[src/rtl/pipe_hazard_pkg.sv]
// Shared types for the pipeline hazard controller: scoreboard entry layout
// and the forwarding select value that means "read the register file".
package pipe_hazard_pkg;

    // Scoreboard entries carry register numbers up to this width; narrower
    // REG_W values are zero-extended into the field.
    localparam int REG_W_MAX = 8;
    localparam int FWD_RF    = 0;

    typedef struct packed {
        logic                 valid;
        logic [REG_W_MAX-1:0] wreg;
        logic                 regwrite;
        logic                 is_load;
    } sb_entry_t;

endpackage

[src/rtl/pipe_hazard_ctl_hazard_match.sv]
// Priority match of one ID source register against the in-flight scoreboard:
// the youngest matching writer wins and decides forwarding and load-use stall.
module hazard_match
    import pipe_hazard_pkg::*;
#(
    parameter int REG_W    = 5,
    parameter int DEPTH    = 3,
    parameter int LOAD_LAT = 1,
    parameter int FW       = $clog2(DEPTH + 1)
) (
    input  sb_entry_t [DEPTH-1:0] entries,
    input  logic [REG_W-1:0]      src,
    input  logic                  use_src,
    output logic [FW-1:0]         fwd,
    output logic                  load_hazard
);

    logic [REG_W_MAX-1:0] src_ext;

    assign src_ext = REG_W_MAX'(src);

    // Walk oldest to youngest so the last hit (lowest index) is what remains.
    always_comb begin
        fwd         = FW'(FWD_RF);
        load_hazard = 1'b0;
        for (int k = DEPTH - 1; k >= 0; k--) begin
            if (use_src && entries[k].valid && entries[k].regwrite &&
                entries[k].wreg != '0 && entries[k].wreg == src_ext) begin
                fwd         = FW'(k + 1);
                load_hazard = entries[k].is_load && (k < LOAD_LAT);
            end
        end
    end

endmodule

[src/rtl/pipe_hazard_ctl.sv]
// Pipeline hazard controller: scoreboard of in-flight writers, operand
// forwarding selects, load-use stall and branch flush. Define HAZ_PERF_CNT_EN
// to build the saturating stall/flush performance counters.
module pipe_hazard_ctl
    import pipe_hazard_pkg::*;
#(
    parameter int REG_W    = 5,
    parameter int DEPTH    = 3,
    parameter int LOAD_LAT = 1,
    parameter int BR_STAGE = 1
) (
    input  logic                         clk,
    input  logic                         rst,
    input  logic                         id_valid,
    input  logic [REG_W-1:0]             id_rs,
    input  logic [REG_W-1:0]             id_rt,
    input  logic                         id_use_rs,
    input  logic                         id_use_rt,
    input  logic [REG_W-1:0]             id_wreg,
    input  logic                         id_regwrite,
    input  logic                         id_is_load,
    input  logic                         ext_hold,
    input  logic                         br_taken,
    output logic [$clog2(DEPTH+1)-1:0]   fwd_a,
    output logic [$clog2(DEPTH+1)-1:0]   fwd_b,
    output logic                         stall,
    output logic                         flush_if_id,
    output logic                         flush_id,
    output logic [15:0]                  stall_cnt,
    output logic [15:0]                  flush_cnt
);

    localparam int FW = $clog2(DEPTH + 1);

    logic [DEPTH-1:0]  sb_vld;
    logic [REG_W-1:0]  sb_wreg [DEPTH];
    logic [DEPTH-1:0]  sb_regwrite;
    logic [DEPTH-1:0]  sb_is_load;
    sb_entry_t [DEPTH-1:0] entries;

    logic haz_a;
    logic haz_b;
    logic flush;

    for (genvar k = 0; k < DEPTH; k++) begin : g_entry
        assign entries[k] = {sb_vld[k], REG_W_MAX'(sb_wreg[k]), sb_regwrite[k], sb_is_load[k]};
    end

    hazard_match #(
        .REG_W    (REG_W),
        .DEPTH    (DEPTH),
        .LOAD_LAT (LOAD_LAT),
        .FW       (FW)
    ) u_match_rs (
        .entries     (entries),
        .src         (id_rs),
        .use_src     (id_use_rs),
        .fwd         (fwd_a),
        .load_hazard (haz_a)
    );

    hazard_match #(
        .REG_W    (REG_W),
        .DEPTH    (DEPTH),
        .LOAD_LAT (LOAD_LAT),
        .FW       (FW)
    ) u_match_rt (
        .entries     (entries),
        .src         (id_rt),
        .use_src     (id_use_rt),
        .fwd         (fwd_b),
        .load_hazard (haz_b)
    );

    // A held pipeline cannot redirect, so the branch waits for release.
    assign flush       = br_taken && !ext_hold;
    assign flush_if_id = flush;
    assign flush_id    = flush;
    assign stall       = id_valid && (haz_a || haz_b) && !flush;

    always_ff @(posedge clk or posedge rst) begin
        if (rst) begin
            sb_vld <= '0;
        end else if (!ext_hold) begin
            sb_vld[0] <= id_valid && !stall && !flush;
            for (int k = 1; k < DEPTH; k++) begin
                sb_vld[k] <= sb_vld[k-1] && !(flush && (k - 1 < BR_STAGE));
            end
        end
    end

    // Payload needs no reset: every consumer is gated by the valid bit.
    always_ff @(posedge clk) begin
        if (!ext_hold) begin
            sb_wreg[0]     <= id_wreg;
            sb_regwrite[0] <= id_regwrite;
            sb_is_load[0]  <= id_is_load;
            for (int k = 1; k < DEPTH; k++) begin
                sb_wreg[k]     <= sb_wreg[k-1];
                sb_regwrite[k] <= sb_regwrite[k-1];
                sb_is_load[k]  <= sb_is_load[k-1];
            end
        end
    end

`ifdef HAZ_PERF_CNT_EN
    always_ff @(posedge clk or posedge rst) begin
        if (rst) begin
            stall_cnt <= '0;
            flush_cnt <= '0;
        end else begin
            if (stall && !ext_hold && stall_cnt != 16'hFFFF) begin
                stall_cnt <= stall_cnt + 16'd1;
            end
            if (flush && flush_cnt != 16'hFFFF) begin
                flush_cnt <= flush_cnt + 16'd1;
            end
        end
    end
`else
    assign stall_cnt = '0;
    assign flush_cnt = '0;
`endif

endmodule

[config.mk]
export PLATFORM = sky130hd
export DESIGN_NAME = pipe_hazard_ctl
export DESIGN_NICKNAME = d
export VERILOG_FILES = /design/src/rtl/pipe_hazard_pkg.sv /design/src/rtl/pipe_hazard_ctl_hazard_match.sv /design/src/rtl/pipe_hazard_ctl.sv
export SDC_FILE = /design/constraint.sdc
export NUM_CORES = 1
export LEC_CHECK = 0
export CAP_MARGIN = 20
export CORE_MARGIN = 5
export CORE_UTILIZATION = 42
export CTS_CLUSTER_DIAMETER = 200
export CTS_CLUSTER_SIZE = 24
export DETAILED_ROUTE_END_ITERATION = 8
export GPL_TIMING_DRIVEN = 0
export PLACE_DENSITY = 0.77
export SETUP_SLACK_MARGIN = 0.15
export SLEW_MARGIN = 20
export SYNTH_ARGS = -nofsm -noshare
export SYNTH_HDL_FRONTEND = slang
export SYNTH_SLANG_ARGS = --single-unit
[constraint.sdc]
create_clock -name clk -period 2.6 [get_ports clk]
set_clock_uncertainty 0.2 [all_clocks]
set_input_delay 0.52 -clock clk [delete_from_list [all_inputs] [get_ports clk]]
set_output_delay 0.52 -clock clk [all_outputs]
set_load 0.05 [all_outputs]
### Yosys cells after proc, flatten, opt, wreduce, memory -nomap -nowiden

Memories as Yosys holds them, arrays and structs flattened.
Index checks and enable logic that the tools add are counted.

* register bits after elaboration: 7
* bits in writable memories: 15
* input port bits: 24
* output and inout bits: 39
* word-level logic and storage cells: 56
* memories: 1

Memory list
* sb_wreg: depth 3, bits a word 5, read ports 3, clocked after Yosys merged registers in 0, write ports 3, line pipe_hazard_ctl.sv:36 `logic [REG_W-1:0] sb_wreg [DEPTH];`

* eq/ne operators: 6
* muxes and demuxes: 9
* reductions and logical operators: 37

Operator list (count)
* 5-bit == test: 6
* 1-bit logical AND: 30
* 8-bit nonzero test: 3
* 2-bit two-way mux: 6
* 1-bit zero test: 3
* 1-bit two-way mux: 3
* 1-bit logical OR: 1

### Longest topological paths before layout

Gate-level depths: netlist (run 1).

* depth in word-level cells: 11
* mapped depth: 5
* mapped depth without buffers: 5

### Cells and area by module

From an unflattened synthesis (run 1), not the netlist that was laid out.

* cell total of the unflattened synthesis: 145
* area total of the unflattened synthesis: 1634.1 sq um

Modules (own cells, without submodules)
* pipe_hazard_ctl: times used 1, cells an instance 67, area each 1021.0 sq um, seq. area each 705.7 sq um
* hazard_match: times used 2, cells an instance 39, area each 306.5 sq um, seq. area each 0.0 sq um

### Least setup slack after synthesis (run 1)

No wires, ideal clock.

* path kind: reg-to-output
* start: mem sb_wreg[0][0]
* end: out fwd_a[1]
* arrival: 1.984 ns
* slack: -0.104 ns
* cell stages (with the launch flop): 5
* buffers on the path: 0
* cells stage by stage: edfxtp_1 or4_1 o211ai_2 nor2_1 a21oi_1

RTL lines
* start: declaration: line pipe_hazard_ctl.sv:36
* end: declaration: line pipe_hazard_ctl.sv:24 `output logic [$clog2(DEPTH+1)-1:0] fwd_a,`

==> results.cfg, run 1 <==
[die]
die_w_um = 68.18
core_um2 = 3311
pin_count = 63
die_y_um = 68.18
start_util = 0.4293
row_count = 21
die-area_um2 = 4648

[min_path]
min_path_type = in -> async

[setup_path]
worstPathRequired_ns = 1.88
path_max_fanout = 3
critPathArrivalTime_ns = 2.11
worstSetupPathType = reg -> out
startpoint_type = flop
cp-end-kind = output pin

[synthesis]
synth_most_common_cell = buf_4
syn_area_per_cell_um2 = 11.10
synth.distinct_cells = 23
ys_seq_elements = 22
yosysTopAreaCell = edfxtp_1
ys_warn_count = 0
netlist_area_um2 = 1421
yosysTopAreaCellShare = 0.4014
syn_inst = 128
synth_commonest_cells = buf_4, xnor2_1, edfxtp_1
ys_seq_area_frac = 0.4542
synth_top_flop_cell = edfxtp_1
synth-edff-count = 19
async_reset_ff_frac = 0.1364
synthTopCellsByArea = edfxtp_1, buf_4, xnor2_1

[layout]
fillCellCount = 316
drive_gt1_frac = 0.3202
antenna_cells = 0
layout.nets = 228
fin_util = 0.6077
synthToLayoutAreaGrowth_pct = 41.55

[placed_design]
port_buffers = 30
gp_congestion = 0.8354
pre_cts_ws_ns = -1.074

[outcome]
outcome = finished, violations left
violations = setup timing

[grt]
antenna_found_initial = 0
grt_pass1_vias = 1076
overflow = 0
grt_usage = 0.1434
grt_pass1_wl_um = 4905
grt_max_degree = 21

[timing]
hold_viol_final = 0
period_minus_slack_ns = 2.835
setup-tns-final_ns = -0.8625
worst_pin_slew_ns = 0.7448
postLayoutSetupSlackWorst_ns = -0.2346
grt_setup_unrepaired = yes
period_share = 1.090
setup_viol = 5
maxSlewViolCount = 0
slew_headroom = 0.5029
max_clock_freq_mhz = 352.8

[routing]
drc_errors = 0
vias = 1130
drt_wl_total_um = 3246
final_antenna_net_count = 0
first_pass_iters = 4
routed_via_density = 4.538
drtIter0Drc = 48
avgRoutedWirePerCell_um = 13.04

[power]
power.density_nw_per_um2 = 440.3
p_leak_nw = 0.8880
ir_drop_uv = 270.7

[clocking]
hold_buffers = 0
ctsLongestPathBuffers = 2
numCtsBuffers = 3
cts_tree = yes
clock_latency_ns = 0.31
htree_levels = 1
cts-root-buf = clkbuf_4
cts.clk_slew.worst_paths_ns = 0.12
clock-sinks = 22

[flow_run]
maxCapViolCount = 0
flip-flops by register name (all words and copies together), names as in the netlist:
name and flops:
sb_regwrite 3, sb_vld 3, sb_wreg 15, sb_is_load 1
report_power, final:
group / switching, mW / internal, mW / total [mW] / leakage [nW]
registers: 0.0234 / 0.413 / 0.437 / 0.226
clock network: 0.103 / 0.0561 / 0.159 / 0.0154
logic: 0.176 / 0.114 / 0.290 / 0.647
cell type report:
class | count | area [um^2] | area share
plain buffers | 33 | 247.7 | 0.1231
clock buffers | 3 | 22.52 | 0.01119
repair buffers | 40 | 361.6 | 0.1797
flip-flops and latches | 22 | 645.6 | 0.3209
clock inverters | 1 | 3.754 | 0.001866
multi-input cells | 101 | 661.9 | 0.3290
well taps | 46 | 57.56 | 0.02861
inverters | 3 | 11.26 | 0.005597
final timing paths:
path / cells after the start / from / slack, ns / to
worst max-delay path: 7 / sb_wreg[0][0] / -0.23 / stall
worst min-delay path: 2 / rst / 0.18 / sb_vld[2]
worst max register to register: 6 / sb_wreg[0][0] / 0.74 / sb_vld[0]
worst min register to register: 0 / sb_regwrite[1] / 0.29 / sb_regwrite[2]
max in group asynchronous: 2 / rst / 1.88 / sb_vld[0]
min in group clk: 0 / sb_regwrite[1] / 0.29 / sb_regwrite[2]
per-stage QoR:
stage	area [um^2]	hold slack (ns)	std cells	total power, mW
after floorplan	1546	0.07364	159	0.6475
after detailed placement	1904	0.2585	235	0.7159
after CTS	1997	0.1892	247	0.8780
final	2012	0.1841	249	0.8859
after global routing	2012	0.1932	249	0.9216
after global placement	1904	0.2621	235	0.7080
what timing repair did:
action,4_1_cts,5_1_grt
resized for setup,56,0
setup endpoints to repair,7,5
cloned,0,0
pin swaps,4,1
endpoints found under the hold margin,0,0
buffers inserted,8,2
routing by layer:
layer / global-route usage / up-vias / wire length, um
li1: - / 532 / -
met1: 0.1596 / 503 / 1187
met2: 0.2599 / 82 / 1590
met3: 0.03284 / 13 / 362
met4: 0.05955 / 0 / 104
met5: 0 / - / 0
cell usage in the layout, fill, tap and decap left out, types with 3 or more instances in the layout:
master	netlist	final
buf_6	0	4
clkbuf_4	0	3
xor2_1	8	8
conb_1	1	32
edfxtp_1	19	19
nand3_1	4	4
clkdlybuf4s50_1	0	13
inv_1	3	3
buf_4	33	44
nand4_1	4	4
xnor2_1	22	22
nor2_1	6	6
dfrtp_1	3	3
nand2_1	5	5
dlygate4sd2_1	0	10
cell families after synthesis:
| kind of cell | synth area share |
|---|---|
| buffers and inverters | 0.1822 |
| xor gates and xnor gates | 0.1849 |
| and+or+nand+nor | 0.1083 |
| DFF | 0.4542 |
| AOI/OAI and AO/OA | 0.05987 |
| muxes | 0.007922 |
| other | 0.002638 |
critical path: stages (launching register included):
cell and delay (ns):
edfxtp_1 0.44, buf_4 0.17, xor2_1 0.16, nor4_1 0.28, nand3_1 0.16, a211oi_2 0.23, and3b_2 0.22, buf_6 0.15
(Power assumes the default switching activity.)
==> run 2: changes to the inputs <==
GPL_TIMING_DRIVEN = unset   (was 0)
==> run 2 against run 1 <==
Against the previous run: the flow still finishes with violations (setup timing); routed wire length fell by 7.5%; first-iteration DRC count decreased by 21%; hold slack worse by 0.0053 ns; critical path depth did not move; combinational power decreased by 8.3%; sequential power barely moved; critical path type unchanged; critical endpoint unchanged; highest routed layer unchanged.
==> results.cfg, run 2 (synthesis gave the netlist of run 1 again) <==
[timing]
grt_setup_unrepaired = yes
hold_viol_final = 0
period_minus_slack_ns = 2.818
postLayoutSetupSlackWorst_ns = -0.2177
max_clock_freq_mhz = 354.9
setup_viol = 5
hold-worst-slack_ns = 0.1788
maxSlewViolCount = 0
period_share = 1.084

[setup_path]
worst-r2r-cell-count = 6
path_max_fanout = 4
crit_slowest_cell = edfxtp_1
r2r_slack_ns = 0.77
worstSetupPathType = reg -> out
cp-end-kind = output pin
slowest_delay_ns = 0.47
crit_chain = buf_6 -> xor2_1 -> nor4_1 -> nand3_1 -> a211oi_2 -> and3b_2 -> buf_12
r2r-end = sb_vld[0]
critPathArrivalTime_ns = 2.10
worstPathRequired_ns = 1.88
r2r-start = sb_wreg[0][0]
startpoint_type = flop

[power]
power_uw = 853.8
ir_drop_uv = 344.3
power.density_nw_per_um2 = 439.7
p_leak_nw = 0.7843

[die]
die-area_um2 = 4648
core_um2 = 3311
pin_count = 63
die_y_um = 68.18
die_w_um = 68.18
row_count = 21
start_util = 0.4293

[clocking]
cts-root-buf = clkbuf_4
htree_levels = 1
clock_latency_ns = 0.30
cts.clk_slew.worst_paths_ns = 0.11
hold_buffers = 0
clock-sinks = 22
numCtsBuffers = 3
cts_tree = yes
ctsLongestPathBuffers = 2

[placed_design]
dp_hpwl_um = 2419
pre_cts_ws_ns = -0.4168
place_area_um2 = 1822
gp_congestion = 0.8462
port_buffers = 30

[grt]
antenna_found_initial = 0
grt_pass1_vias = 973
overflow = 0
grt_pass1_wl_um = 4609
grt_usage = 0.1357
grt_max_degree = 21

[flow_run]
maxCapViolCount = 0

[layout]
fillCellCount = 261
drive_gt1_frac = 0.2637
top_register = sb_wreg
final_common_cell = conb_1
antenna_cells = 0
layout.nets = 207
fin_util = 0.5865
largest_reg_flops = 15
final_area_um2 = 1942
synthToLayoutAreaGrowth_pct = 36.62
top_regs = sb_wreg (15), sb_regwrite (3), sb_vld (3)
layout_common_cells = conb_1, xnor2_1, buf_4, edfxtp_1, clkdlybuf4s50_1

[routing]
avgRoutedWirePerCell_um = 13.18
routed_via_density = 4.474
first_pass_iters = 4
drt_wl_total_um = 3004
vias = 1020
drc_errors = 0
final_antenna_net_count = 0
drtIter0Drc = 38

[outcome]
violations = setup timing
outcome = finished, violations left

[min_path]
min_path_type = in -> async
## run 2: cell type report
class / count / area [um^2] / share of cell area
Multi-Input combinational cell: 101 / 690.7 / 0.3557
Sequential cell: 22 / 645.6 / 0.3325
Timing Repair Buffer: 52 / 510.5 / 0.2629
Tap cell: 46 / 57.56 / 0.02964
Clock buffer: 3 / 22.52 / 0.01160
Inverter: 3 / 11.26 / 0.005799
Clock inverter: 1 / 3.754 / 0.001933
## run 2: per-layer routing
metal  GRT usage  vias up  share of wire
met5           0        -              0
met4     0.04218        0          0.014
met3     0.03120        6          0.088
met2      0.2310       53           0.50
met1      0.1699      470           0.40
li1            -      491              -
## run 2: through the flow
stage                     cells  TNS, ns
after floorplan             159        0
after global placement      218   -1.361
after detailed placement    218   -1.553
after CTS                   225  -0.9166
final                       228  -0.9147
after global routing        228   -1.386
## run 2: report_power, final
group          leakage (nW)  switching, mW  internal [mW]
registers             0.226         0.0250          0.413
logic                 0.543          0.170         0.0953
clock network        0.0154         0.0940         0.0560
## run 2: worst max-delay path by stage
| stage | from | endpoint | slack (ns) | cells after the start |
|---|---|---|---|---|
| after detailed placement | id_rt[1] | stall | -0.42 | 7 |
| after global routing | sb_wreg[0][0] | stall | -0.36 | 7 |
| after CTS | sb_wreg[0][0] | stall | -0.22 | 7 |
| after global placement | id_rt[1] | stall | -0.38 | 7 |
| final | sb_wreg[0][0] | stall | -0.22 | 7 |
| after floorplan | sb_wreg[0][5] | fwd_a[0] | 0.15 | 5 |
## run 2: critical path, delay by kind of cell, from the launching register on
| family | cells | cell delay (ns) |
|---|---|---|
| compound gates | 1 | 0.22 |
| xor+xnor | 1 | 0.14 |
| buf+inv | 2 | 0.29 |
| flops | 1 | 0.47 |
| simple gates | 3 | 0.68 |
## run 2: repair_timing
| action | in CTS | in global routing |
|---|---|---|
| hold endpoints to repair | 0 | 0 |
| pin swaps | 10 | 2 |
| buffers inserted | 3 | 3 |
| resized for setup | 21 | 1 |
| setup endpoints to repair | 5 | 5 |
==> RTL change 1, RTL diff (settings of run 2) <==
`REG_W` is set to 5 in 2 places; all go to 10.
--- a/src/rtl/pipe_hazard_ctl_hazard_match.sv
+++ b/src/rtl/pipe_hazard_ctl_hazard_match.sv
@@ -5,3 +5,3 @@
 #(
-    parameter int REG_W    = 5,
+    parameter int REG_W    = 10,
     parameter int DEPTH    = 3,
--- a/src/rtl/pipe_hazard_ctl.sv
+++ b/src/rtl/pipe_hazard_ctl.sv
@@ -6,3 +6,3 @@
 #(
-    parameter int REG_W    = 5,
+    parameter int REG_W    = 10,
     parameter int DEPTH    = 3,
Interface: changed (resized id_rs, id_rt and id_wreg); port bits go from 63 to 78. The function was not compared with the original's and may differ.
==> RTL change 1 against run 2 <==
  * The flow still finishes with violations (negative setup slack)
  * Area after synthesis is 35% higher
  * Global-route usage is 1.4 points higher
  * Combinational power is 55% higher
  * Cell area is 53% higher
  * Sequential cell count is 9 higher
  * Register-to-register slack worse by 0.39 ns
  * Total power is 63% higher
  * Worst setup slack worse by 0.14 ns
  * Wire length is 71% higher
==> RTL change 1: results (changes against run 2) <==
Result of the run = finished, violations left (unchanged)
Violated checks = negative setup slack (unchanged)
Count of input and output buffers = 39 (was 30)
Drt total wl = 5.122 mm (was 3.004 mm)
Seq group = 0.000627 W (was 0.000438 W)
Gr usage total = 14.97% (was 13.57%)
Top flop regs = sb_wreg (24), sb_regwrite (3), sb_vld (3) (was sb_wreg (15), sb_regwrite (3), sb_vld (3))
Number of fill cells = 321 (was 261)
Fin Hold WS = 0.2147 ns (was 0.1788 ns)
CTS root buf = clkbuf_8 (was clkbuf_4)
Number of global-route vias before repair = 1511 (was 973)
Layout net count = 302 (was 207)
Number of synthesized flops with an enable pin = 28 (was 19)
Max Fanout on Critical Path = 3 (was 4)
Post-Synth XOR/XNOR Area = 21.90% (was 18.49%)
Worst R2R Start = sb_wreg[0][4]$_DFFE_PN_ (was sb_wreg[0][0]$_DFFE_PN_)
Mux cell area share after synthesis = 0.5867% (was 0.7923%)
Clock Power Share = 25.6% (was 17.6%)
Synth cell count leaders = xnor2_1 (34), buf_4 (33), edfxtp_1 (28) (was buf_4 (33), xnor2_1 (22), edfxtp_1 (19))
Compound-Gate Fraction of Synth Area = 3.846% (was 5.986%)
First-pass GRT wire length = 7.196 mm (was 4.609 mm)
Placed instance count = 285 (was 218)
R2R cell count = 7 (was 6)
Final setup TNS = -1.516 ns (was -0.9147 ns)
Switching power = 0.0004401 W (was 0.0002895 W)
Slowest CP cell = or4_4 (was edfxtp_1)
R2R Setup Slk = 0.38 ns (was 0.77 ns)
Ant diodes = 0 (unchanged)
Iter 0 DRT Violations = 130 (was 38)
Layout Cells excl Fill = 316 (was 228)
Place WS = -0.5579 ns (was -0.4168 ns)
Cts bufs inserted = 5 (was 3)
Clock Latency Late Sink = 0.28 ns (was 0.30 ns)
Setup-failing EPs final = 5 (unchanged)
Synth Area in Adders = 0% (unchanged)
Sequential element share of the synthesized area = 47.72% (was 45.42%)
Ranking of synthesized cells by area = edfxtp_1 (44%), xnor2_1 (16%), buf_4 (13%) (was edfxtp_1 (40%), buf_4 (17%), xnor2_1 (14%))
Arr. time, crit path = 2.24 ns (was 2.10 ns)
Largest register FFs = 24 (was 15)
PD cells = 469.2 nW/um^2 (was 439.7 nW/um^2)
Post-synth top area share = 43.81% (was 40.14%)
Routability congestion estimate = 0.9164 (was 0.8462)
Largest net degree at the start of global routing = 29 (was 21)
Setup ws final = -0.3560 ns (was -0.2177 ns)
Clock Pin Slew Worst Setup and Hold Paths = 0.07 ns (was 0.11 ns)
Layout cells sized above 1 = 36.36% (was 26.37%)
Sw frac = 31.57% (was 33.90%)
Post-Place Cell Area = 2604 sq um (was 1822 sq um)
Worst vdd ir = 0.3955 mV (was 0.3443 mV)
Pleak = 1.219 nW (was 0.7843 nW)
Synth async-reset ratio = 9.677% (was 13.64%)
Crit path largest cell delay = 0.55 ns (was 0.47 ns)
Post-DP HPWL = 3.517 mm (was 2.419 mm)
Avg Synthesized Cell Area = 11.42 sq um (was 11.10 sq um)
Routed vias/inst = 4.870 (was 4.474)
CTS H-Tree Depth = 2 (was 1)
Netlist cell types = 27 (was 23)
[RTL change 1: repair_timing]
action                     CTS  global route
buffers inserted            16             7
gates resized for setup     25            16
setup endpoints to repair    5             5
pin swaps                   10            12
[RTL change 1: layer usage]
| metal | share of wire [%] | up-vias | GRT usage, % |
|---|---|---|---|
| met5 | 0 | - | 0 |
| met4 | 2.0 | 0 | 3.265 |
| met3 | 8.3 | 10 | 3.704 |
| met2 | 51 | 79 | 25.46 |
| met1 | 38 | 728 | 19.22 |
| li1 | - | 722 | - |
[RTL change 1: area by class of cell]
class                   count  share of cell area [%]
inverters                   2                  0.2526
flip-flops and latches     31                   30.82
clock inverters             1                  0.1684
repair buffers             90                   28.42
multi-input cells         133                   35.58
clock buffers               7                   2.568
well taps                  52                   2.189
==> RTL change 2, RTL diff (flow settings as in run 2) <==
Made on the original files. The option `HAZ_PERF_CNT_EN` is turned on by a define.
--- a/src/rtl/pipe_hazard_ctl.sv
+++ b/src/rtl/pipe_hazard_ctl.sv
@@ -3,2 +3,4 @@
 // to build the saturating stall/flush performance counters.
+`define HAZ_PERF_CNT_EN
+
 module pipe_hazard_ctl
Behaviour: not the same (Yosys sat finds a counterexample within 4 cycles, from zero or initial values and one cycle with rst high).
==> RTL change 2 against run 2 <==
  * The flow still finishes with violations (negative setup slack)
  * Fmax rose by 3.7%
  * Worst setup slack improved by 0.10 ns
  * Area after synthesis rose by 88%
  * Wire length rose by 120%
  * Cell area rose by 99%
  * Utilization rose by 3.0 points
  * Total power rose by 150%
  * Sequential cell count rose by 32
  * Sequential share of layout area rose by 4.2 points
  * Critical endpoint is now fwd_a[1]
==> RTL change 2: results (changes against run 2) <==
Routability congestion estimate = 0.8826 (was 0.8462)
Post-Syn Instances = 235 (was 128)
Multi-input gate area = 1224 sq um (was 690.7 sq um)
Cts bufs inserted = 5 (was 3)
Count of input and output buffers = 62 (was 30)
PD cells = 542.8 nW/um^2 (was 439.7 nW/um^2)
Post-DP HPWL = 4.849 mm (was 2.419 mm)
Compound-Gate Fraction of Synth Area = 2.624% (was 5.986%)
Post-Synth XOR/XNOR Area = 19.35% (was 18.49%)
Crit path largest cell delay = 0.28 ns (was 0.47 ns)
Clock buffers = 7 (was 3)
Setup ws final = -0.1178 ns (was -0.2177 ns)
Worst setup path start = id_rs[4] (was sb_wreg[0][0]$_DFFE_PN_)
Pleak = 1.671 nW (was 0.7843 nW)
Invs w/o clock = 4 (was 3)
Setup-failing EPs final = 5 (unchanged)
Violated checks = negative setup slack (unchanged)
First-pass GRT wire length = 10.74 mm (was 4.609 mm)
Netlist cell types = 33 (was 23)
Worst vdd ir = 0.7120 mV (was 0.3443 mV)
Multi-input gates = 172 (was 101)
Area Growth Syn to Fin = 44.85% (was 36.62%)
Max Fanout on Critical Path = 2 (was 4)
Sequential cell fraction of total power = 49.5% (was 51.3%)
Ys flop type = dfrtp_1 (was edfxtp_1)
HP Class = flip-flop to flip-flop (was primary input to asynchronous set/reset pin)
Synth cell count leaders = xor2_1 (42), dfrtp_1 (35), edfxtp_1 (19) (was buf_4 (33), xnor2_1 (22), edfxtp_1 (19))
Result of the run = finished, violations left (unchanged)
Top flop regs = flush_cnt (16), stall_cnt (16), sb_wreg (15) (was sb_wreg (15), sb_regwrite (3), sb_vld (3))
Flops & latches, synth = 54 (was 22)
Layout cells sized above 1 = 21.13% (was 26.37%)
Place WS = -0.3149 ns (was -0.4168 ns)
R2R cell count = 7 (was 6)
Arr. time, crit path = 2.00 ns (was 2.10 ns)
Drt total wl = 6.612 mm (was 3.004 mm)
Post-Place Cell Area = 3627 sq um (was 1822 sq um)
CORE AREA = 6277 sq um (was 3311 sq um)
Placed instance count = 392 (was 218)
Routed vias/inst = 5.247 (was 4.474)
Sequential element share of the synthesized area = 54.17% (was 45.42%)
Non-clk bufs = 98 (was 52)
CTS H-Tree Depth = 2 (was 1)
Largest net degree at the start of global routing = 36 (was 21)
Slowest CP cell = nor4_1 (was edfxtp_1)
Iter 0 DRT Violations = 149 (was 38)
Clk. pwr = 0.000510 W (was 0.000150 W)
Data buffer area share = 25.30% (was 26.29%)
CTS root buf = clkbuf_8 (was clkbuf_4)
Ranking of synthesized cells by area = dfrtp_1 (33%), edfxtp_1 (21%), xor2_1 (14%) (was edfxtp_1 (40%), buf_4 (17%), xnor2_1 (14%))
Gr usage total = 16.03% (was 13.57%)
[RTL change 2: cell count changes in the layout (fill, tap and decap cells not counted), sizes merged, moves of 8 or more]
cell	change
clkdlybuf4s50	+31
nand4	+10
conb	-32
nand2	+12
nand3	+8
xor2	+34
dfrtp	+32
nor4	+11
buf	+14
[RTL change 2: worst paths after layout]
check / to / slack, ns
setup / recovery: fwd_a[1] / -0.12
hold / removal: sb_regwrite[1]$_DFFE_PN_ / 0.26
setup reg to reg: stall_cnt[13]$_DFFE_PP0P_ / 0.27
hold reg to reg: sb_regwrite[1]$_DFFE_PN_ / 0.26
max in group asynchronous: stall_cnt[1]$_DFFE_PP0P_ / 1.45
min in group asynchronous: stall_cnt[11]$_DFFE_PP0P_ / 0.42
[RTL change 2: worst register-to-register path: cells and delay by family, from the launching register on]
family	cells	cell delay, ns
XOR/XNOR	1	0.18
adder cells (fa/ha/maj)	1	0.20
buffers and inverters	1	0.20
flip-flops	1	0.45
AND/OR/NAND/NOR	4	1.01
[RTL change 2: what timing repair did]
action | in CTS | in global routing
buffers inserted | 10 | 3
hold endpoints to repair | 0 | 0
cloned | 0 | 0
resized for setup | 21 | 4
pin swaps | 19 | 11
endpoints found under the setup margin | 14 | 10
[RTL change 2: cells by family (layout without fill, tap and decap cells)]
logic type,after synthesis,after routing
AND/OR/NAND/NOR,96,96
adder cells (fa/ha/maj),2,2
buffers and inverters,9,110
multiplexers,3,3
XOR/XNOR,59,59
flip-flops,54,54
AO/OA/AOI/OAI,12,12
[RTL change 2: routing by layer]
metal  track usage (%)  wire (microns)
met5                 0               0
met4             3.275              40
met3             4.508             314
met2             27.13            3358
met1             20.46            2898
